`src/rtl/dec_sel_sequencer.sv`:
```
// dec_sel_sequencer: generates the 3-bit select {a,b,c} for a 3-to-8 decoder.
// A prescaler sets the step rate. The index then moves up, down or ping-pong,
// or holds. A synchronous load can place the index at any value.
// The direction register dir is the ping-pong FSM state.
module dec_sel_sequencer #(
  parameter int CLK_DIV = 4,
  parameter int DIV_W   = 24
) (
  input  logic       clk,
  input  logic       rst,
  input  logic       en,
  input  logic [1:0] mode,
  input  logic       load,
  input  logic [2:0] load_val,
  output logic       a,
  output logic       b,
  output logic       c,
  output logic       tick,
  output logic       wrap
);

  typedef enum logic {
    DIR_UP   = 1'b0,
    DIR_DOWN = 1'b1
  } dir_t;

  localparam logic [1:0] MODE_UP   = 2'b00;
  localparam logic [1:0] MODE_DOWN = 2'b01;
  localparam logic [1:0] MODE_PING = 2'b10;

  // Prescaler terminal count: a step happens on the edge where pre sits here.
  localparam logic [DIV_W-1:0] PRE_LAST = DIV_W'(CLK_DIV - 1);

  logic [2:0]       idx;
  logic [DIV_W-1:0] pre;
  dir_t             dir;
  logic             step;

  // A step is due when the prescaler is enabled and has reached its last count.
  assign step = en && (pre == PRE_LAST);

  // The select bits are the index register itself, so they are registered.
  assign {a, b, c} = idx;

  // Priority on each edge: reset, then load, then step or count.
  // A mode change is seen only at the next step and leaves pre untouched.
  always_ff @(posedge clk) begin
    if (rst) begin
      idx  <= 3'd0;
      pre  <= '0;
      dir  <= DIR_UP;
      tick <= 1'b0;
      wrap <= 1'b0;
    end else if (load) begin
      idx  <= load_val;
      pre  <= '0;
      dir  <= DIR_UP;
      tick <= 1'b0;
      wrap <= 1'b0;
    end else if (step) begin
      pre  <= '0;
      tick <= 1'b1;
      wrap <= 1'b0;
      case (mode)
        MODE_UP: begin
          idx  <= idx + 3'd1;
          wrap <= (idx == 3'd7);
        end
        MODE_DOWN: begin
          idx  <= idx - 3'd1;
          wrap <= (idx == 3'd0);
        end
        MODE_PING: begin
          // At an end the index reverses, so 7 and 0 are never repeated.
          case (dir)
            DIR_UP: begin
              if (idx == 3'd7) begin
                idx  <= 3'd6;
                dir  <= DIR_DOWN;
                wrap <= 1'b1;
              end else begin
                idx <= idx + 3'd1;
              end
            end
            DIR_DOWN: begin
              if (idx == 3'd0) begin
                idx  <= 3'd1;
                dir  <= DIR_UP;
                wrap <= 1'b1;
              end else begin
                idx <= idx - 3'd1;
              end
            end
            default: dir <= DIR_UP;
          endcase
        end
        default: ; // hold: tick still pulses, index and dir unchanged
      endcase
    end else if (en) begin
      pre  <= pre + DIV_W'(1);
      tick <= 1'b0;
      wrap <= 1'b0;
    end else begin
      tick <= 1'b0;
      wrap <= 1'b0;
    end
  end

endmodule
```
`config.mk`:
```
export PLATFORM = sky130hd
export DESIGN_NAME = dec_sel_sequencer
export DESIGN_NICKNAME = d
export VERILOG_FILES = /design/src/rtl/dec_sel_sequencer.sv
export SDC_FILE = /design/constraint.sdc
export NUM_CORES = 1
export LEC_CHECK = 0
export CELL_PAD_IN_SITES_DETAIL_PLACEMENT = 0
export CELL_PAD_IN_SITES_GLOBAL_PLACEMENT = 2
export CORE_MARGIN = 5
export CORE_UTILIZATION = 37
export CTS_BUF_LIST = sky130_fd_sc_hd__clkbuf_4
export CTS_CLUSTER_DIAMETER = 150
export CTS_CLUSTER_SIZE = 14
export DETAILED_ROUTE_END_ITERATION = 12
export GPL_TIMING_DRIVEN = 0
export PLACE_DENSITY = 0.78
export SKIP_LAST_GASP = 1
export SLEW_MARGIN = 10
export SYNTH_ARGS = -nofsm -noshare
export SYNTH_HDL_FRONTEND = slang
export SYNTH_SLANG_ARGS = --single-unit
```
`constraint.sdc`:
```
create_clock -name clk -period 2.6 [get_ports clk]
set_clock_uncertainty 0.2 [all_clocks]
set_input_delay 0.52 -clock clk [delete_from_list [all_inputs] [get_ports clk]]
set_output_delay 0.52 -clock clk [all_outputs]
set_load 0.1 [all_outputs]
```
Word level (Yosys, flattened, before mapping) --
Index checks and enable logic that the tools add are counted. Widths: inputs -> output; s select.
Storage, ports and cells: output and inout bits 5, bits in latches 0, ROM bits 0, register bits 30, bits of input ports 9, memory bits (writable) 0, memories 0
Operators by class: add/subtract/negate cells 3, order comparisons 0, divide/modulo/power cells 0, shift-type cells 0, bitwise operators 2, eq/ne operators 4, multiply operators 0, reductions and logical operators 10, muxes and demuxes 13
Operator list (count):
- $add 24x1->24 const B | 1
- $eq 24x2->1 const B | 1
- $mux 3 | 4
- $pmux 3 s3 | 1
- $pmux 3 s2 | 1
- $reduce_or 3->1 | 2
- $mux 1 | 4
- $pmux 1 s2 | 2
- $reduce_and 2->1 | 2
- $reduce_bool 4->1 | 1
- $add 3x1->3 const B | 1
- $eq 3x3->1 const B | 1
- $logic_not 3->1 | 1
- $pmux 1 s3 | 1
- $sub 3x1->3 const B | 1
- $eq 2x1->1 const B | 1
- $eq 2x2->1 const B | 1
- $logic_not 2->1 | 1
- $not 1->1 | 2
- $reduce_bool 2->1 | 1
- $reduce_or 2->1 | 1
- $logic_and 1x1->1 | 1

Logic depth before layout (Yosys ltp) --
depth after elaboration 6, depth in mapped cells 7

Worst setup path after synthesis --
Ideal clock, no wire load.
kind reg-to-reg, start point register idx[0], end point register idx[2], path slack -0.018 ns, required time 2.328 ns, buffers on the path 0, data arrival time 2.346 ns, cell stages (with the launch flop) 7, clock period less this slack 2.618 ns, cells stage by stage dfxtp_1 inv_1 ha_1 or3b_2 a311oi_1 o221ai_1 mux2i_1
On the way: longest elaborated chain between the ends 6, elaborated cells on any way between the ends 10, classes of those cells add/sub (2); eq/ne (1); mux (6); reduce/logical (1)
RTL lines:
- start: declaration | line 34 | logic [2:0] idx;
- start signal: assignment | line 55 | idx <= load_val;
- start signal: assignment | line 66 | idx <= idx + 3'd1;
- start signal: assignment | line 70 | idx <= idx - 3'd1;
- $sub 3x1->3 (tied with other cells) | line 70, 91
- $mux 3, on equally long branches | line 86, 77
- $pmux 3 s2 | line 75 | case (dir)
- $pmux 3 s3 (*) | line 64 | case (mode)
- $mux 3 (*) | line 60 | end else if (step) begin
- $mux 3 (*) | line 54 | end else if (load) begin
Every way passes the cells marked *; elsewhere a longest branch is shown, timed or not. The select of a mux whose other input is x is not followed. A chain may end at the register's enable or synchronous reset.

Worst setup path after layout --
start point register tick, end point output tick
RTL lines:
- start: declaration | line 18 | output logic tick,
- start signal: assignment | line 52 | tick <= 1'b0;
- start signal: assignment | line 58 | tick <= 1'b0;
- start signal: assignment | line 62 | tick <= 1'b1;
No word-level cell between the ends.

==> impl_metrics.py <==
metrics = {
    "critical_path": {
        "cp-end-kind": "output pin",
        "max_stage_delay_ns": 1.13,
        "cp_slowest_cell": "clkdlybuf4s50_1",
        "setup.worst_path.start_class": "flop",
        "critPathKind": "reg -> out",
        "critPathBufInv": 1,
        "crit_chain": "clkdlybuf4s50_1",
        "critPathRequiredTime_ns": 1.88,
        "arrival_ns": 1.79,
        "critPathTopFamily": "buffers and inverters",
        "crit_fanout": 1,
    },
    "sta": {
        "hold_viol_final": 0,
        "slew_violations": 0,
        "fin_ws_ns": 0.08520,
        "max_freq_mhz": 397.6,
        "rsz0062_at_grt": "no",
        "period_share": 0.9672,
        "slew_headroom": 0.3490,
        "fin_crit_ns": 2.515,
        "tightest_slew_ns": 0.9734,
        "setup_viol": 0,
    },
    "global_route": {
        "grt_pass1_wl_um": 7258,
        "overflow": 0,
        "antenna_found_initial": 0,
        "grtUsageTotal": 0.1452,
        "grt_max_degree": 12,
        "grt_pass1_vias": 1547,
    },
    "pwr": {
        "power-per-cell-area_mw_per_mm2": 485.2,
        "p_leak_nw": 0.6882,
        "peakVddDrop_mv": 0.2853,
        "power.share.clock": 0.394,
        "power.switching_w": 0.0002865,
        "sw_frac_of_total": 0.2858,
        "p_int_w": 0.0007158,
        "combPwrFrac": 0.133,
        "p_seq_frac": 0.473,
    },
    "synth": {
        "ys_types": 45,
        "ys_top_cells_by_area": "dfxtp_1, ha_1, xnor2_1, inv_1, nor2_1",
        "yosysTopAreaCell": "dfxtp_1",
        "synth_nets": 231,
        "yosys.area_share.simple": 0.2886,
        "synth_warnings": 0,
        "avgSynthCellArea_um2": 8.446,
        "synthArstFlopShare": 0,
        "synth_area_mm2": 0.001790,
        "yosys.area_share.adder": 0.06988,
        "synth.mux.area_fraction": 0.02795,
        "synth_compound_area_frac": 0.1509,
        "yosysSeqAreaShare": 0.3354,
        "synth_top_area_share": 0.3354,
        "syn_inst": 212,
        "synth_seq_cells": 30,
        "synth_top_family_by_area": "simple AND/OR/NAND/NOR gates",
        "synthFlopType": "dfxtp_1",
        "synth-xor-area-share": 0.06359,
        "synth_edf_count": 0,
    },
    "status": {
        "outcome": "completed",
    },
    "detailed_routing": {
        "drtIter0Drc": 52,
        "wl_per_cell_um": 14.14,
        "vias": 1550,
        "drtPass1Iterations": 4,
        "vias_per_cell": 5.201,
        "drc": 0,
        "postRouteAntennaNets": 0,
        "wl_um": 4213,
    },
    "final_layout": {
        "n_antenna_cell": 0,
        "instances_no_fill": 298,
        "syn_to_final_growth_pct": 15.37,
        "layout.nets": 249,
        "drive_above_1_share": 0.1039,
    },
    "cts": {
        "cts_buffer_depth": 2,
        "clk_latency_ns": 0.36,
        "postCtsSetupRepairBufs": 0,
        "clkTransAtPathRegs_ns": 0.10,
        "htreeDepth": 2,
        "cts_num_sinks": 30,
        "cts_tree": "done",
        "numCtsBuffers": 5,
        "cts_root_buffer": "clkbuf_4",
    },
    "floorplanning": {
        "start_util": 0.3791,
        "core_mm2": 0.004723,
        "die-area_mm2": 0.006331,
        "die_y_um": 79.57,
        "die_w_um": 79.57,
        "rows": 25,
        "io-pin-count": 14,
    },
    "min_path": {
        "hp-class": "reg -> reg",
    },
    "flow_run": {
        "cap_violations": 0,
    },
    "placed_design": {
        "place_ws_ns": -0.1483,
        "gp_congestion": 0.8363,
        "place_hpwl_um": 3117,
        "dp.cells": 290,
        "port_buffers": 11,
    },
}
[cell usage in the layout, fill, tap and decap left out, types with 2 or more instances in the layout]
master	netlist	routed
dfxtp_1	30	28
inv_1	19	19
nor2_1	19	19
nand2_1	13	13
a21oi_1	13	13
xnor2_1	10	10
ha_1	10	10
o21ai_0	9	9
clkdlybuf4s50_1	0	8
nor3_1	7	7
nand4_1	7	7
or3_1	7	7
nor4_1	6	6
nand3_1	6	6
mux2i_1	5	5
o31ai_1	5	5
clkbuf_4	0	5
or4_1	3	3
or4_4	3	3
and4_1	3	3
nand2b_1	3	3
xor2_1	3	3
dlygate4sd2_1	0	3
clkbuf_1	2	2
nor2b_1	2	2
a311oi_1	2	2
o221ai_1	2	2
buf_4	2	2
a211oi_1	2	2
clkinvlp_4	0	2
dfxtp_2	0	2
[worst paths after layout]
kind | endpoint | startpoint | cells past startpoint | slack, ns
worst min-delay path | pre[19] | pre[19] | 2 | 0.30
worst max register to register | pre[7] | pre[12] | 5 | 0.24
worst max-delay path | tick | tick | 1 | 0.09
worst min register to register | pre[19] | pre[19] | 2 | 0.30
[metal layers]
layer | up-vias | global-route usage | wire length [um]
li1 | 805 | - | -
met1 | 726 | 0.1946 | 2119
met2 | 12 | 0.2270 | 1928
met3 | 7 | 0.03725 | 119
met4 | 0 | 0.04467 | 46
met5 | - | 0 | 0
[state kept, by name, indices dropped and copies added, names as in the netlist]
name / cells
dir: 1
tick: 1
pre: 24
idx: 3
wrap: 1
[through the flow]
step / area [um2] / setup TNS (ns) / hold slack [ns] / power [W] / util
2_1_floorplan: 1793 / 0 / 0.2513 / 0.0005814 / -
3_3_place_gp: 1987 / -0.3566 / 0.2755 / 0.0006188 / 0.4207
3_5_place_dp: 1987 / -0.4253 / 0.2932 / 0.0006208 / 0.4207
4_1_cts: 2066 / 0 / 0.3079 / 0.001007 / 0.4374
5_1_grt: 2066 / 0 / 0.3278 / 0.001049 / 0.4374
6_report: 2066 / 0 / 0.3007 / 0.001002 / 0.4374
[Yosys cell counts (3+ instances only)]
library cell   n
inv_1         19
xnor2_1       10
nor4_1         6
or4_4          3
nor2_1        19
o21ai_0        9
nor3_1         7
mux2i_1        5
xor2_1         3
nand2_1       13
ha_1          10
or3_1          7
dfxtp_1       30
nand4_1        7
nand3_1        6
a21oi_1       13
nand2b_1       3
o31ai_1        5
and4_1         3
or4_1          3
[layout make-up]
type / instances / area [um2]
Inverter: 19 / 71.32
Fill cell: 495 / 2658
Buffer: 7 / 42.54
Clock buffer: 5 / 37.54
Sequential cell: 30 / 603.1
Timing Repair Buffer: 11 / 106.4
Multi-Input combinational cell: 156 / 1076
Clock inverter: 3 / 45.04
Tap cell: 67 / 83.83
[power groups by stage]
stage / sequential, W / combinational, W / clock [W]
floorplan: 0.000510 / 0.0000711 / 0
global placement: 0.000484 / 0.000135 / 0
detailed placement: 0.000484 / 0.000136 / 0
CTS: 0.000474 / 0.000134 / 0.000398
global route: 0.000475 / 0.000146 / 0.000428
finish: 0.000474 / 0.000134 / 0.000395
[cells by family after synthesis]
group / count (synthesis)
simple gates: 87
compound gates: 41
flops: 30
buf+inv: 26
xor+xnor: 13
fa+ha+maj: 10
mux: 5
[timing repair]
item,CTS,global route
resized for setup,3,0
hold buffers,0,0
setup endpoints to repair,3,0
Power figures use the tool's default switching activity.
